===== src/rtl/arm_mem_pkg.sv =====
// Shared types and defaults for the ARM pipeline's SRAM port arbiter.
package arm_mem_pkg;

    localparam int WAIT_CYCLES_DEF = 2;
    localparam int ADDR_W_DEF      = 18;

    typedef enum logic [1:0] {
        IDLE    = 2'd0,
        DATA    = 2'd1,
        INST    = 2'd2,
        DISCARD = 2'd3
    } state_t;

    typedef enum logic {
        OP_RD = 1'b0,
        OP_WR = 1'b1
    } op_t;

endpackage


===== src/rtl/mem_wait_counter.sv =====
// Loadable down-counter that times one SRAM access; zero marks the final access cycle.
module mem_wait_counter #(
    parameter int WIDTH = 2
) (
    input  logic             clk,
    input  logic             rst,
    input  logic             load,
    input  logic [WIDTH-1:0] load_val,
    input  logic             dec,
    output logic             zero
);

    logic [WIDTH-1:0] count;

    always_ff @(posedge clk or negedge rst) begin
        if (!rst) begin
            count <= '0;
        end else if (load) begin
            count <= load_val;
        end else if (dec && (count != '0)) begin
            count <= count - 1'b1;
        end
    end

    assign zero = (count == '0);

endmodule


===== src/rtl/mem_port_arbiter.sv =====
// Serialises IF-stage fetches and MEM-stage data accesses onto one fixed-latency
// single-ported SRAM; data accesses win over fetches, and nothing is preempted.
module mem_port_arbiter
    import arm_mem_pkg::*;
#(
    parameter int WAIT_CYCLES = WAIT_CYCLES_DEF,
    parameter int ADDR_W      = ADDR_W_DEF
) (
    input  logic              clk,
    input  logic              rst,
    input  logic              if_req,
    input  logic [31:0]       if_addr,
    input  logic              if_flush,
    output logic [31:0]       if_rdata,
    output logic              if_ready,
    output logic              if_stall,
    input  logic              mem_rd_en,
    input  logic              mem_wr_en,
    input  logic [31:0]       mem_addr,
    input  logic [31:0]       mem_wdata,
    output logic [31:0]       mem_rdata,
    output logic              mem_ready,
    output logic              pipe_freeze,
    output logic [ADDR_W-1:0] sram_addr,
    output logic [31:0]       sram_wdata,
    input  logic [31:0]       sram_rdata,
    output logic              sram_we_n,
    output logic              sram_oe_n,
    output state_t            fsm_state
);

    localparam int CW = $clog2(WAIT_CYCLES) + 1;
    localparam logic [CW-1:0] LOAD_VAL = CW'(WAIT_CYCLES - 1);

    // Handshake: each requester holds its request level until its one-cycle ready
    // pulse; during that ready cycle the request is masked so it is never granted twice.
    state_t state;
    state_t next_state;
    op_t    op_q;
    logic   data_req;
    logic   fetch_req;
    logic   grant_data;
    logic   grant_inst;
    logic   done;
    logic   cnt_zero;
    logic   unused_addr_bits;

    assign data_req  = (mem_rd_en | mem_wr_en) & ~mem_ready;
    assign fetch_req = if_req & ~if_ready & ~if_flush;

    assign if_stall    = if_req & ~if_ready;
    assign pipe_freeze = (mem_rd_en | mem_wr_en) & ~mem_ready;
    assign fsm_state   = state;

    assign unused_addr_bits = ^{if_addr[1:0], if_addr[31:ADDR_W+2],
                                mem_addr[1:0], mem_addr[31:ADDR_W+2]};

    mem_wait_counter #(.WIDTH(CW)) u_wait_counter (
        .clk      (clk),
        .rst      (rst),
        .load     (grant_data | grant_inst),
        .load_val (LOAD_VAL),
        .dec      (state != IDLE),
        .zero     (cnt_zero)
    );

    always_ff @(posedge clk or negedge rst) begin
        if (!rst) begin
            state <= IDLE;
        end else begin
            state <= next_state;
        end
    end

    always_comb begin
        next_state = state;
        grant_data = 1'b0;
        grant_inst = 1'b0;
        done       = 1'b0;
        case (state)
            IDLE: begin
                if (data_req) begin
                    next_state = DATA;
                    grant_data = 1'b1;
                end else if (fetch_req) begin
                    next_state = INST;
                    grant_inst = 1'b1;
                end
            end
            DATA, DISCARD: begin
                if (cnt_zero) begin
                    next_state = IDLE;
                    done       = 1'b1;
                end
            end
            INST: begin
                // A flush on the final cycle still ends the access; only the ready is dropped.
                if (cnt_zero) begin
                    next_state = IDLE;
                    done       = 1'b1;
                end else if (if_flush) begin
                    next_state = DISCARD;
                end
            end
            default: next_state = IDLE;
        endcase
    end

    always_ff @(posedge clk or negedge rst) begin
        if (!rst) begin
            sram_addr  <= '0;
            sram_wdata <= '0;
            sram_we_n  <= 1'b1;
            sram_oe_n  <= 1'b1;
            op_q       <= OP_RD;
            if_ready   <= 1'b0;
            mem_ready  <= 1'b0;
            if_rdata   <= '0;
            mem_rdata  <= '0;
        end else begin
            if_ready  <= 1'b0;
            mem_ready <= 1'b0;
            if (grant_data) begin
                // Both enables together count as a store.
                sram_addr  <= mem_addr[ADDR_W+1:2];
                sram_wdata <= mem_wdata;
                op_q       <= mem_wr_en ? OP_WR : OP_RD;
                sram_we_n  <= ~mem_wr_en;
                sram_oe_n  <= mem_wr_en;
            end else if (grant_inst) begin
                sram_addr <= if_addr[ADDR_W+1:2];
                op_q      <= OP_RD;
                sram_we_n <= 1'b1;
                sram_oe_n <= 1'b0;
            end else if (done) begin
                sram_we_n <= 1'b1;
                sram_oe_n <= 1'b1;
                if (state == DATA) begin
                    mem_ready <= 1'b1;
                    if (op_q == OP_RD) begin
                        mem_rdata <= sram_rdata;
                    end
                end
                if ((state == INST) && !if_flush) begin
                    if_ready <= 1'b1;
                    if_rdata <= sram_rdata;
                end
            end
        end
    end

endmodule


===== config.mk =====
export PLATFORM = sky130hd
export DESIGN_NAME = mem_port_arbiter
export DESIGN_NICKNAME = d
export VERILOG_FILES = /design/src/rtl/arm_mem_pkg.sv /design/src/rtl/mem_wait_counter.sv /design/src/rtl/mem_port_arbiter.sv
export SDC_FILE = /design/constraint.sdc
export NUM_CORES = 1
export LEC_CHECK = 0
export CAP_MARGIN = 20
export CORE_MARGIN = 2
export CORE_UTILIZATION = 45
export DETAILED_ROUTE_END_ITERATION = 12
export DONT_BUFFER_PORTS = 1
export GPL_ROUTABILITY_DRIVEN = 0
export PLACE_DENSITY = 0.58
export REMOVE_ABC_BUFFERS = 1
export SYNTH_ARGS = -nofsm -noshare
export SYNTH_HDL_FRONTEND = slang
export SYNTH_HIERARCHICAL = 1
export SYNTH_SLANG_ARGS = --single-unit

===== constraint.sdc =====
create_clock -name clk -period 2.2 [get_ports clk]
set_clock_uncertainty 0.1 [all_clocks]
set_input_delay 0.33 -clock clk [delete_from_list [all_inputs] [get_ports clk]]
set_output_delay 0.33 -clock clk [all_outputs]
set_load 0.01 [all_outputs]

# [Yosys cells after proc, flatten, opt, wreduce, memory -nomap -nowiden]
# Cells that the tools add are included.
[word_totals] reg_bits=123 input_bits=134 output_inout_bits=122 elab_cells=78
[classes] addsub=1 eq_ne=6 muxes=33 n_bitwise=12 n_reduce_logical=15
[op_table] cell="$mux W18" count=2
[op_table] cell="$mux W1" count=23
[op_table] cell="$mux W2" count=7
[op_table] cell="$reduce_bool A2 Y1" count=4
[op_table] cell="$not A1 Y1" count=7
[op_table] cell="$ne A3 B3 Y1 const B" count=2
[op_table] cell="$pmux W2 S3" count=1
[op_table] cell="$reduce_and A5 Y1" count=1
[op_table] cell="$eq A2 B2 Y1 const B" count=2
[op_table] cell="$logic_not A2 Y1" count=2
[op_table] cell="$reduce_and A4 Y1" count=1
[op_table] cell="$and A1 B1 Y1" count=3
[op_table] cell="$reduce_and A3 Y1" count=1
[op_table] cell="$reduce_bool A3 Y1" count=1
[op_table] cell="$reduce_or A3 Y1" count=1
[op_table] cell="$eq A2 B1 Y1 const B" count=1
[op_table] cell="$logic_and A1 B1 Y1" count=2
[op_table] cell="$ne A2 B2 Y1 const B" count=1
[op_table] cell="$or A1 B1 Y1" count=2
[op_table] cell="$reduce_or A2 Y1" count=1
[op_table] cell="$sub A2 B1 Y2 const B" count=1
[op_table] cell="$logic_not A1 Y1" count=1

# [Logic depth before layout (Yosys ltp)]
# Gate-level depths: netlist of the first run.
[logic_depth] ltp_word=8 depth_mapped=7 mapped_depth_nobuf=5

# [Cells and area by module]
# Netlist of the first run, hierarchy kept.
[modules_own_cells] module="mem_port_arbiter" n_inst=1 cells_each=323 area_per_inst_um2=4963.5
[modules_own_cells] module="mem_wait_counter" n_inst=1 cells_each=13 area_per_inst_um2=132.6

# [Worst setup path after synthesis of the first run]
# OpenSTA, ideal clock, no wires.
[synth_timing] kind="reg-to-reg" start="reg state[0] (netlist: fsm_state[0])" end="reg u_wait_counter.count[1]" arrival_time_ns=1.655 required_time_ns=1.984 path_slack_ns=0.330 stages_incl_launch_ff=8 n_path_buf=2 synth_period_minus_slack_ns=1.870 cell_sequence="dfrtp_1 > or2_1 > buf_2 > a21o_1 > buf_2 > inv_1 > or4b_1 > o311ai_0"
[synth_between] elab_chain_cells=4 word_cells_on_any_way=8 classes_between="3 x mux; 1 x bitwise; 4 x reduce/logical"
[synth_lines] item="start, declared" line_no="mem_port_arbiter.sv:37" text="state_t state;"
[synth_lines] item="start signal, assigned" line_no="mem_port_arbiter.sv:71" text="state <= next_state;"
[synth_lines] item="$logic_not A2 Y1" line_no="mem_port_arbiter.sv:80" text="case (state)"
[synth_lines] item="$mux W1" line_no="mem_port_arbiter.sv:80"
[synth_lines] item="$or A1 B1 Y1" line_no="mem_port_arbiter.sv:61" text=".load (grant_data | grant_inst),"
[synth_lines] item="$mux W2 or $reduce_bool A2 Y1 (tied branches)"
[synth_lines] item="end signal, assigned" line_no="mem_wait_counter.sv:19" text="count <= load_val;"
[synth_lines] item="end signal, assigned" line_no="mem_wait_counter.sv:21" text="count <= count - 1'b1;"
[synth_lines] item="end, declared" line_no="mem_wait_counter.sv:13" text="logic [WIDTH-1:0] count;"
# Parallel ways exist; a longest one is shown, timed or not.
# A chain may end at the register's enable or synchronous reset.

# [Worst setup path after layout of the first run]
[layout_timing] start="reg mem_ready" end="out pipe_freeze"
[layout_between] elab_chain_cells=2
[layout_lines] item="start, declared" line_no="mem_port_arbiter.sv:22" text="output logic mem_ready,"
[layout_lines] item="start signal, assigned" line_no="mem_port_arbiter.sv:117" text="mem_ready <= 1'b0;"
[layout_lines] item="start signal, assigned" line_no="mem_port_arbiter.sv:122" text="mem_ready <= 1'b0;"
[layout_lines] item="start signal, assigned" line_no="mem_port_arbiter.sv:139" text="mem_ready <= 1'b1;"
[layout_lines] item="$not A1 Y1" line_no="mem_port_arbiter.sv:52" text="assign pipe_freeze = (mem_rd_en | mem_wr_en) & ~mem_ready;"
[layout_lines] item="$and A1 B1 Y1" line_no="mem_port_arbiter.sv:52"
[layout_lines] item="end, declared" line_no="mem_port_arbiter.sv:23" text="output logic pipe_freeze,"
# Every way passes these cells.

==> reports/metrics.cfg, run 1 <==
[die]
chipHeight_um=110
die-area_sq_um=12200
coreArea_sq_um=10900
die_w_um=110
ios=256
row_count=38
start_util=0.466

[critical_path]
slowest_stage=dfrtp_1
end_kind=primary output
critPathLaunch=mem_ready
cp.arrival_ns=1.61
crit_fanout=20
critical_path_class=reg -> out
path_buf_inv=2
cp_slowest_stage_delay_ns=0.50
path_delay_family=buffers and inverters
r2r_start=u_wait_counter/count[0]
cp_cell_sequence=o21bai_2, buf_4, inv_1
required_ns=1.77
cp-start-kind=flip-flop

[final_layout]
final_nets=541
fillCellCount=835
antenna_cells=0
final_common_cell=dfrtp_1
multi_input_area_sq_um=1870
layout_common_cells=121 x dfrtp_1, 90 x mux2_2, 64 x dlygate4sd3_1
drive_gt1_frac=0.341
fin_area_sq_um=6510
seq_area_sq_um=3080
syn_to_final_growth_pct=27.7

[power]
finalPower_uw=9930
p_per_area_nw_per_um2=1530
vdd_drop_max_uv=669
leakage_uw=0.00280

[logic_synthesis]
netlist_instances=336
synth_flop_cell=dfrtp_1
synth_seq_cells=123
synth.top_cell.area_share=0.594
yosysWarnings=6
synthDistinctLibCells=35
yosys.area.top_type=dfrtp_1
syn_area_sq_um=5100
syn_area_per_cell_sq_um=15.2
synth_area_leaders=dfrtp_1 59%, mux2_2 20%, mux2i_1 3.5%, o2bb2ai_1 3.1%, nor4bb_1 2.9%
synth-async-reset-ratio=1.00
ys_seq_area_frac=0.604
synth_edf_count=0

[global_route]
antenna_found_initial=0
grt_use_total=0.185
gr-total-overflow=0
grt_max_degree=124
grt_pass1_wl_um=18000
grt_pass1_vias=3353

[route]
antenna_left=0
drtPass1Iterations=4
vias=3072
drtIter0Drc=138
drc=0
wl_um=11100
vias_per_cell=5.50
wire_per_inst_um=19.8

[timing]
max_freq_ghz=0.491
final-hold-violation-count=123
period_needed_ns=2.04
hold_slack_ns=-0.475
grt_setup_unrepaired=false
setup_violations=0
finalCritPeriodShare=0.925
drv_slew=0
tns_ns=0

[outcome]
status=finished with violations
violations=negative hold slack

[placement]
io_buffers=0
placed_cell_area_sq_um=5250
hpwl_um=6970

[clocking]
ctsHoldBuffers=64
cts_num_sinks=123
cts_buffer_depth=2
htree_levels=4
clock-root-buffer=clkbuf_16
numCtsBuffers=17
path_clk_slew_ns=0.05
clock_latency_ns=0.40
cts_tree=yes
ctsResizeCount=0

[worst_hold_path]
hold_class=in -> async

[flow_run]
cap_violations=0

==> where the power goes <==
part	internal (uW)	total [uW]	switching (uW)
sequential	3370	4670	1290
clock	1850	2850	1000
combinational	1420	2410	996
==> path summary, 6_finish.rpt <==
check                                 to  slack [ns]  cells past startpoint
setup / recovery             pipe_freeze        0.16                      3
hold / removal              sram_addr[1]       -0.47                      0
setup reg to reg           mem_rdata[29]        0.22                      6
hold reg to reg             sram_addr[1]        0.46                      1
max in group asynchronous      sram_oe_n        2.19                      0
min in group clk               sram_oe_n        0.03                      2
==> synthesized netlist by cell type (all sizes together), types with 2 or more instances <==
cell type and instances:
a21oi 2, mux2i 18, nor4bb 15, o2bb2ai 18, dfstp 2, or4b 2, nor2 3, o21ai 2
nor2b 2, conb 2, and4bb 3, nor3 4, clkbuf 8, o21bai 2, nand2 5, mux2 96
inv 6, dfrtp 121, buf 14
==> flip-flops by register name, summed over array words and instances (netlist names) <==
name                  cells
sram_oe_n                 1
sram_wdata               32
op_q                      1
sram_addr                18
if_ready                  1
mem_ready                 1
if_rdata                 32
u_wait_counter/count      2
mem_rdata                32
sram_we_n                 1
fsm_state                 2
==> kinds of logic after synthesis <==
family	count (synthesis)	synth area share
AOI/OAI and AO/OA	28	0.0452
adders and majority gates	1	0.00245
buffers and inverters	28	0.0314
DFF	123	0.604
muxes	114	0.247
other	2	0.00147
and+or+nand+nor	40	0.0675
==> layout make-up <==
class,instances,area share
multi-input cells,185,0.287
clock inverters,13,0.0256
repair buffers,73,0.115
flip-flops and latches,123,0.473
well taps,140,0.0269
inverters,6,0.00346
clock buffers,19,0.0696
==> worst register-to-register path, delay by kind of cell (launching register included) <==
kind / cells / cell delay [ns]
DFF: 1 / 0.38
buffers and inverters: 2 / 0.29
muxes: 1 / 0.40
and+or+nand+nor: 2 / 0.34
adders and majority gates: 1 / 0.35
==> metal layers <==
metal	track usage	vias up	share of wire
li1	-	1364	-
met1	0.208	1546	0.39
met2	0.301	151	0.49
met3	0.0933	11	0.10
met4	0.0692	0	0.015
met5	0	-	0
==> through the flow <==
| stage | utilization | std cells | worst slack [ns] | hold slack [ns] |
|---|---|---|---|---|
| 4_1_cts | 0.595 | 559 | 0.130 | -0.490 |
| 3_3_place_gp | 0.480 | 463 | 0.257 | -0.0631 |
| 2_1_floorplan | - | 314 | -0.903 | -0.0656 |
| 5_1_grt | 0.595 | 559 | 0.0841 | -0.504 |
| 3_5_place_dp | 0.480 | 463 | 0.252 | -0.0610 |
| 6_report | 0.595 | 559 | 0.165 | -0.475 |
==> repair_timing <==
item,CTS,global route
endpoints found under the hold margin,219,123
setup endpoints to repair,0,0
setup buffers,0,0
Power figures use the tool's default switching activity.
==> inputs of run 2 (changes only) <==
==> constraint.sdc (replaced) <==
create_clock -name clk -period 2.2 [get_ports clk]
set_clock_uncertainty 0.1 [all_clocks]
set_input_delay 0.22 -clock clk [delete_from_list [all_inputs] [get_ports clk]]
set_output_delay 0.22 -clock clk [all_outputs]
set_load 0.01 [all_outputs]
==> reports/metrics.cfg, run 2 (synthesis gave the netlist of run 1 again) <==
[clocking]
ctsHoldBuffers=85  ; +33%
cts_num_sinks=123  ; unchanged
cts_buffer_depth=2  ; unchanged
htree_levels=4  ; unchanged
clock-root-buffer=clkbuf_16
cts_tree=yes
path_clk_slew_ns=0.05  ; about the same
numCtsBuffers=17  ; unchanged
clock_latency_ns=0.39  ; about the same

[global_route]
grt_pass1_vias=3461  ; +3.2%
antenna_found_initial=0  ; unchanged
gr-total-overflow=0  ; unchanged
grt_use_total=0.188  ; +0.00384
grt_pass1_wl_um=18400  ; +2.1%
grt_max_degree=124  ; unchanged

[timing]
max_freq_ghz=0.488  ; -0.61%
final-hold-violation-count=123  ; unchanged
setup_violations=0  ; unchanged
worst_pin_slew_ns=0.601
grt_setup_unrepaired=false
hold_slack_ns=-0.581  ; -0.107 ns
period_needed_ns=2.05  ; +0.0126 ns
slew_headroom=0.598
drv_slew=0  ; unchanged
finalCritPeriodShare=0.931  ; +0.00571
layout_setup_ws_ns=0.152  ; -0.0126 ns

[final_layout]
syn_to_final_growth_pct=31.0
final_common_cell=dfrtp_1
fin_area_sq_um=6680  ; +2.6%
drive_gt1_frac=0.321  ; -0.0201
final_nets=563  ; +4.1%
fillCellCount=838  ; +0.36%
antenna_cells=0  ; unchanged
layout_common_cells=121 x dfrtp_1, 90 x mux2_2, 85 x dlygate4sd3_1
largestRegisters=if_rdata: 32 flops, mem_rdata: 32 flops, sram_wdata: 32 flops

[route]
vias=3149  ; +2.5%
antenna_left=0  ; unchanged
wire_per_inst_um=19.2  ; -2.9%
vias_per_cell=5.44  ; -1.0%
drtPass1Iterations=4  ; unchanged
drtIter0Drc=107  ; -22%
wl_um=11100  ; +0.56%
drc=0  ; unchanged

[outcome]
violations=negative hold slack
status=finished with violations

[die]
ios=256  ; unchanged
die-area_sq_um=12200  ; unchanged
start_util=0.466  ; unchanged
coreArea_sq_um=10900  ; unchanged
chipHeight_um=110  ; unchanged
die_w_um=110  ; unchanged
row_count=38  ; unchanged

[critical_path]
cp.arrival_ns=2.22  ; +0.61 ns
end_kind=flip-flop
cp-start-kind=primary input
cp_cell_sequence=dlygate4sd3_1, or3b_2, a21o_1, inv_1, or4b_1, o311ai_0
path_buf_inv=2  ; unchanged
cp_slowest_stage_delay_ns=0.92  ; +0.42 ns
critical_path_class=in -> reg
ff2ff_setup_slack_ns=0.17  ; -0.05 ns
required_ns=2.37  ; +0.60 ns
slowest_stage=dlygate4sd3_1
crit_fanout=13  ; -35%
path_delay_family=buffers and inverters

[placement]
place_ws_ns=0.364  ; +0.112 ns
placed_cell_area_sq_um=5260  ; +0.14%
io_buffers=0  ; unchanged
hpwl_um=6900  ; -0.95%

[power]
vdd_drop_max_uv=848  ; +27%
p_per_area_nw_per_um2=1460  ; -4.2%
leakage_uw=0.00288  ; +2.7%

[worst_hold_path]
hold_class=in -> async

[flow_run]
cap_violations=0  ; unchanged

[run 2: per-stage QoR]
| stage | instances | util | total power (uW) | hold WS, ns | setup TNS, ns |
|---|---|---|---|---|---|
| 3_5_place_dp | 464 | 0.481 | 7050 | -0.172 | 0 |
| 6_report | 579 | 0.611 | 9760 | -0.581 | 0 |
| 3_3_place_gp | 464 | 0.481 | 6960 | -0.173 | 0 |
| 2_1_floorplan | 314 | - | 6260 | -0.176 | -39.17 |
| 5_1_grt | 579 | 0.611 | 10400 | -0.606 | 0 |
| 4_1_cts | 579 | 0.610 | 9890 | -0.604 | 0 |
[run 2: layer usage]
layer | track usage | wire length [um] | vias up
met1 | 0.216 | 4390 | 1581
met5 | 0 | 0 | -
li1 | - | - | 1412
met3 | 0.0785 | 1000 | 18
met2 | 0.313 | 5530 | 138
met4 | 0.0742 | 219 | 0
[run 2: area by class of cell]
class / instances / area [sq um] / share of cell area
flip-flops and latches: 123 / 3080 / 0.461
multi-input cells: 185 / 1870 / 0.279
repair buffers: 95 / 967 / 0.145
clock buffers: 19 / 443 / 0.0663
well taps: 140 / 175 / 0.0262
clock inverters: 11 / 123 / 0.0184
inverters: 6 / 22.5 / 0.00337
[run 2: worst paths after layout]
path / start / to / depth (start not counted)
max: if_flush / u_wait_counter/count[1] / 6
max in group asynchronous: rst / sram_we_n / 0
min reg2reg: sram_addr[6] / sram_addr[6] / 1
max reg2reg: mem_ready / sram_addr[4] / 5
min in group clk: if_flush / sram_addr[13] / 3
min: rst / sram_addr[12] / 0
[run 2: where the power goes]
| part | switching, uW | leakage (uW) | internal, uW |
|---|---|---|---|
| logic | 998 | 0.00111 | 1460 |
| clock network | 957 | 0.000267 | 1680 |
| registers | 1290 | 0.00150 | 3380 |
[run 2: repair_timing]
item	CTS	global route
endpoints found under the setup margin	0	1
resized for setup	0	1
setup buffers	0	0
hold endpoints to repair	243	123
==> inputs of run 3 (changes only) <==
--- a/config.mk
+++ b/config.mk
@@ -15,5 +15,4 @@
 export REMOVE_ABC_BUFFERS = 1
 export SYNTH_ARGS = -nofsm -noshare
 export SYNTH_HDL_FRONTEND = slang
-export SYNTH_HIERARCHICAL = 1
 export SYNTH_SLANG_ARGS = --single-unit
==> reports/metrics.cfg, run 3 <==
[outcome]
status=aborted with a tool error
stop_stage=clock tree synthesis (4_1_cts)
firstError=[ERROR RSZ-0060] Max buffer count reached.

[logic_synthesis]
synth_area_leaders=dfrtp_1 60%, mux2_2 20%, or4b_2 3.8%, mux2i_1 3.6%, a2bb2oi_1 3.1%
synth_flop_cell=dfrtp_1
yosys.area.top_type=dfrtp_1
synth_seq_cells=123  ; unchanged
ys_seq_area_frac=0.609  ; +0.00403
synth_edf_count=0  ; unchanged
synth.top_cell.area_share=0.598  ; +0.00396
syn_area_sq_um=5060  ; -0.66%
yosysWarnings=0  ; -6
synthDistinctLibCells=31  ; -11%
syn_area_per_cell_sq_um=15.2  ; +0.53%
netlist_instances=332  ; -1.2%
yosys-top-cells-count=121 x dfrtp_1, 89 x mux2_2, 19 x or4b_2, 18 x a2bb2oi_1, 18 x mux2i_1
synth.most_common_cell=dfrtp_1
synth-async-reset-ratio=1.00  ; unchanged

[clocking]
cts_setup_buffers=0  ; unchanged
ctsHoldBuffers=101  ; +19%
numCtsBuffers=17  ; unchanged
htree_levels=4  ; unchanged
cts_num_sinks=123  ; unchanged
ctsResizeCount=0  ; unchanged
cts_buffer_depth=2  ; unchanged
clock-root-buffer=clkbuf_8

[placement]
dp.cells=460  ; -0.86%
hpwl_um=7040  ; +2.0%
io_buffers=0  ; unchanged

[die]
die_w_um=110  ; -0.32%
ios=256  ; unchanged
chipHeight_um=110  ; -0.32%
start_util=0.465  ; -0.00107
row_count=38  ; unchanged

## run 3: logic make-up after synthesis
group | Yosys count | share of synthesized area
simple gates | 34 | 0.0596
compound gates | 32 | 0.0482
buf+inv | 28 | 0.0321
flops | 123 | 0.609
fa+ha+maj | 1 | 0.00247
mux | 114 | 0.249
## run 3: stage by stage
stage,hold WS (ns),cell area [sq um],TNS (ns),worst slack [ns]
3_5_place_dp,-0.173,5220,0,0.259
2_1_floorplan,-0.176,4920,-40.41,-0.577
3_3_place_gp,-0.173,5220,0,0.323
==> inputs of run 4 (changes only) <==
--- a/config.mk
+++ b/config.mk
@@ -7,11 +7,11 @@
 export LEC_CHECK = 0
 export CAP_MARGIN = 20
 export CORE_MARGIN = 2
-export CORE_UTILIZATION = 45
+export CORE_UTILIZATION = 30
 export DETAILED_ROUTE_END_ITERATION = 12
 export DONT_BUFFER_PORTS = 1
 export GPL_ROUTABILITY_DRIVEN = 0
-export PLACE_DENSITY = 0.58
+export PLACE_DENSITY_LB_ADDON = 0.15
 export REMOVE_ABC_BUFFERS = 1
 export SYNTH_ARGS = -nofsm -noshare
 export SYNTH_HDL_FRONTEND = slang
==> reports/metrics.cfg, run 4 <==
[outcome]
status=finished with violations
violations=negative hold slack

[critical_path]
crit_fanout=33
cp.arrival_ns=2.07
cp-start-kind=flip-flop
required_ns=2.38
r2r_start=fsm_state[1]
reg2regPathDepth=4
cp_slowest_stage_delay_ns=0.46
end_kind=flip-flop
worstReg2RegEnd=sram_wdata[16]
ff2ff_setup_slack_ns=0.31
cp_cell_sequence=or2_1, nor3_4, buf_12, mux2_2
path_delay_family=simple AND/OR/NAND/NOR gates
path_buf_inv=1
critical_path_class=reg -> reg
slowest_stage=dfrtp_1

[final_layout]
antenna_cells=0
layout_common_cells=121 x dfrtp_1, 89 x mux2_2, 84 x dlygate4sd3_1
largestRegisters=if_rdata: 32 flops, mem_rdata: 32 flops, sram_wdata: 32 flops
drive_gt1_frac=0.371
syn_to_final_growth_pct=35.3
final_common_cell=dfrtp_1
final_nets=561
fin_cells=659
fin_area_sq_um=6850
fin_util=0.414

[logic_synthesis]
synth.top_cell.area_share=0.598  ; unchanged
yosys.area.top_type=dfrtp_1
synth_edf_count=0  ; unchanged
ys_seq_area_frac=0.609  ; unchanged
yosys-top-cells-count=121 x dfrtp_1, 89 x mux2_2, 19 x or4b_2, 18 x a2bb2oi_1, 18 x mux2i_1
synth.most_common_cell=dfrtp_1
synth_seq_cells=123  ; unchanged
synth_flop_cell=dfrtp_1
synth_area_leaders=dfrtp_1 60%, mux2_2 20%, or4b_2 3.8%, mux2i_1 3.6%, a2bb2oi_1 3.1%
yosysWarnings=0  ; unchanged
syn_area_per_cell_sq_um=15.2  ; unchanged
syn_area_sq_um=5060  ; unchanged
synth-async-reset-ratio=1.00  ; unchanged
netlist_instances=332  ; unchanged
synthDistinctLibCells=31  ; unchanged

[timing]
hold_slack_ns=-0.597
setup_violations=0
slew_headroom=0.762
period_needed_ns=1.89
final-hold-violation-count=123
finalCritPeriodShare=0.859
worst_pin_slew_ns=0.358
drv_slew=0
max_freq_ghz=0.529
grt_setup_unrepaired=false

[route]
drtPass1Iterations=4
drtIter0Drc=82
wl_um=11900
vias=3090
wire_per_inst_um=18.1
antenna_left=0
vias_per_cell=4.69
drc=0

[placement]
io_buffers=0  ; unchanged
dp.cells=543  ; +18%
placed_cell_area_sq_um=5350  ; +2.4%
hpwl_um=7640  ; +8.5%

[global_route]
grt_pass1_wl_um=18700
antenna_found_initial=0
gr-total-overflow=0
grt_max_degree=124
grt_use_total=0.136
grt_pass1_vias=3447

[power]
vdd_drop_max_uv=560
finalPower_uw=10100
p_per_area_nw_per_um2=1470
leakage_uw=0.00292

[die]
coreArea_sq_um=16500
die_w_um=134  ; +22%
die-area_sq_um=17900
ios=256  ; unchanged
row_count=47  ; +24%
start_util=0.306  ; -0.159
chipHeight_um=134  ; +22%

[clocking]
ctsHoldBuffers=84  ; -17%
cts_num_sinks=123  ; unchanged
ctsResizeCount=0  ; unchanged
htree_levels=4  ; unchanged
cts_buffer_depth=2  ; unchanged
clock_latency_ns=0.41
clock-root-buffer=clkbuf_16
cts_tree=yes
path_clk_slew_ns=0.06
numCtsBuffers=17  ; unchanged
cts_setup_buffers=0  ; unchanged

[worst_hold_path]
hold_class=in -> async

[flow_run]
cap_violations=0

==> run 4: cell counts after synthesis <==
Identical to the previous run, type by type.
==> run 4: worst register-to-register path, cell delays in order (launching register included) <==
cell and delay [ns]:
dfrtp_1 0.46, or2_1 0.40, nor3_4 0.20, buf_12 0.22
mux2_2 0.39
==> run 4: cells by family (layout without fill, tap and decap cells) <==
logic type | count (synthesis) | count (layout) | share of synthesized area
AOI/OAI and AO/OA | 32 | 32 | 0.0482
and+or+nand+nor | 34 | 34 | 0.0596
DFF | 123 | 123 | 0.609
buffers and inverters | 28 | 135 | 0.0321
adders and majority gates | 1 | 1 | 0.00247
muxes | 114 | 114 | 0.249
==> run 4: worst max path at each step <==
stage                            start              to  slack, ns  depth (start not counted)
after floorplan              mem_rd_en    sram_addr[0]      -0.58                          3
after global placement    fsm_state[1]   sram_wdata[8]       0.33                          4
after detailed placement  fsm_state[1]  sram_wdata[16]       0.31                          4
after CTS                 fsm_state[1]  sram_wdata[16]       0.30                          4
after global routing      fsm_state[1]  sram_wdata[16]       0.23                          4
final                     fsm_state[1]  sram_wdata[16]       0.31                          4
==> run 4: layout make-up <==
cell class,count,area [sq um]
Clock buffer,18,439
Clock inverter,14,219
Fill cell,1540,9680
Inverter,5,18.8
Multi-Input combinational cell,181,1830
Sequential cell,123,3080
Tap cell,220,275
Timing Repair Buffer,98,983
==> run 4: power breakdown <==
part | internal, uW | total, uW | switching (uW) | leakage (uW)
registers | 3310 | 4530 | 1220 | 0.00149
clock network | 2040 | 3060 | 1020 | 0.000316
logic | 1500 | 2510 | 1010 | 0.00112
==> run 4: through the flow <==
step,TNS [ns],setup slack [ns],hold WS [ns]
finish,0,0.309,-0.597
global route,0,0.231,-0.632
detailed placement,0,0.314,-0.173
floorplan,-40.41,-0.577,-0.176
global placement,0,0.333,-0.172
CTS,0,0.300,-0.623
==> run 4: per-layer routing <==
metal,routed length [um],vias up,GRT usage
li1,-,1396,-
met1,4700,1533,0.154
met2,5660,150,0.212
met3,1420,11,0.0809
met4,140,0,0.0485
met5,0,-,0
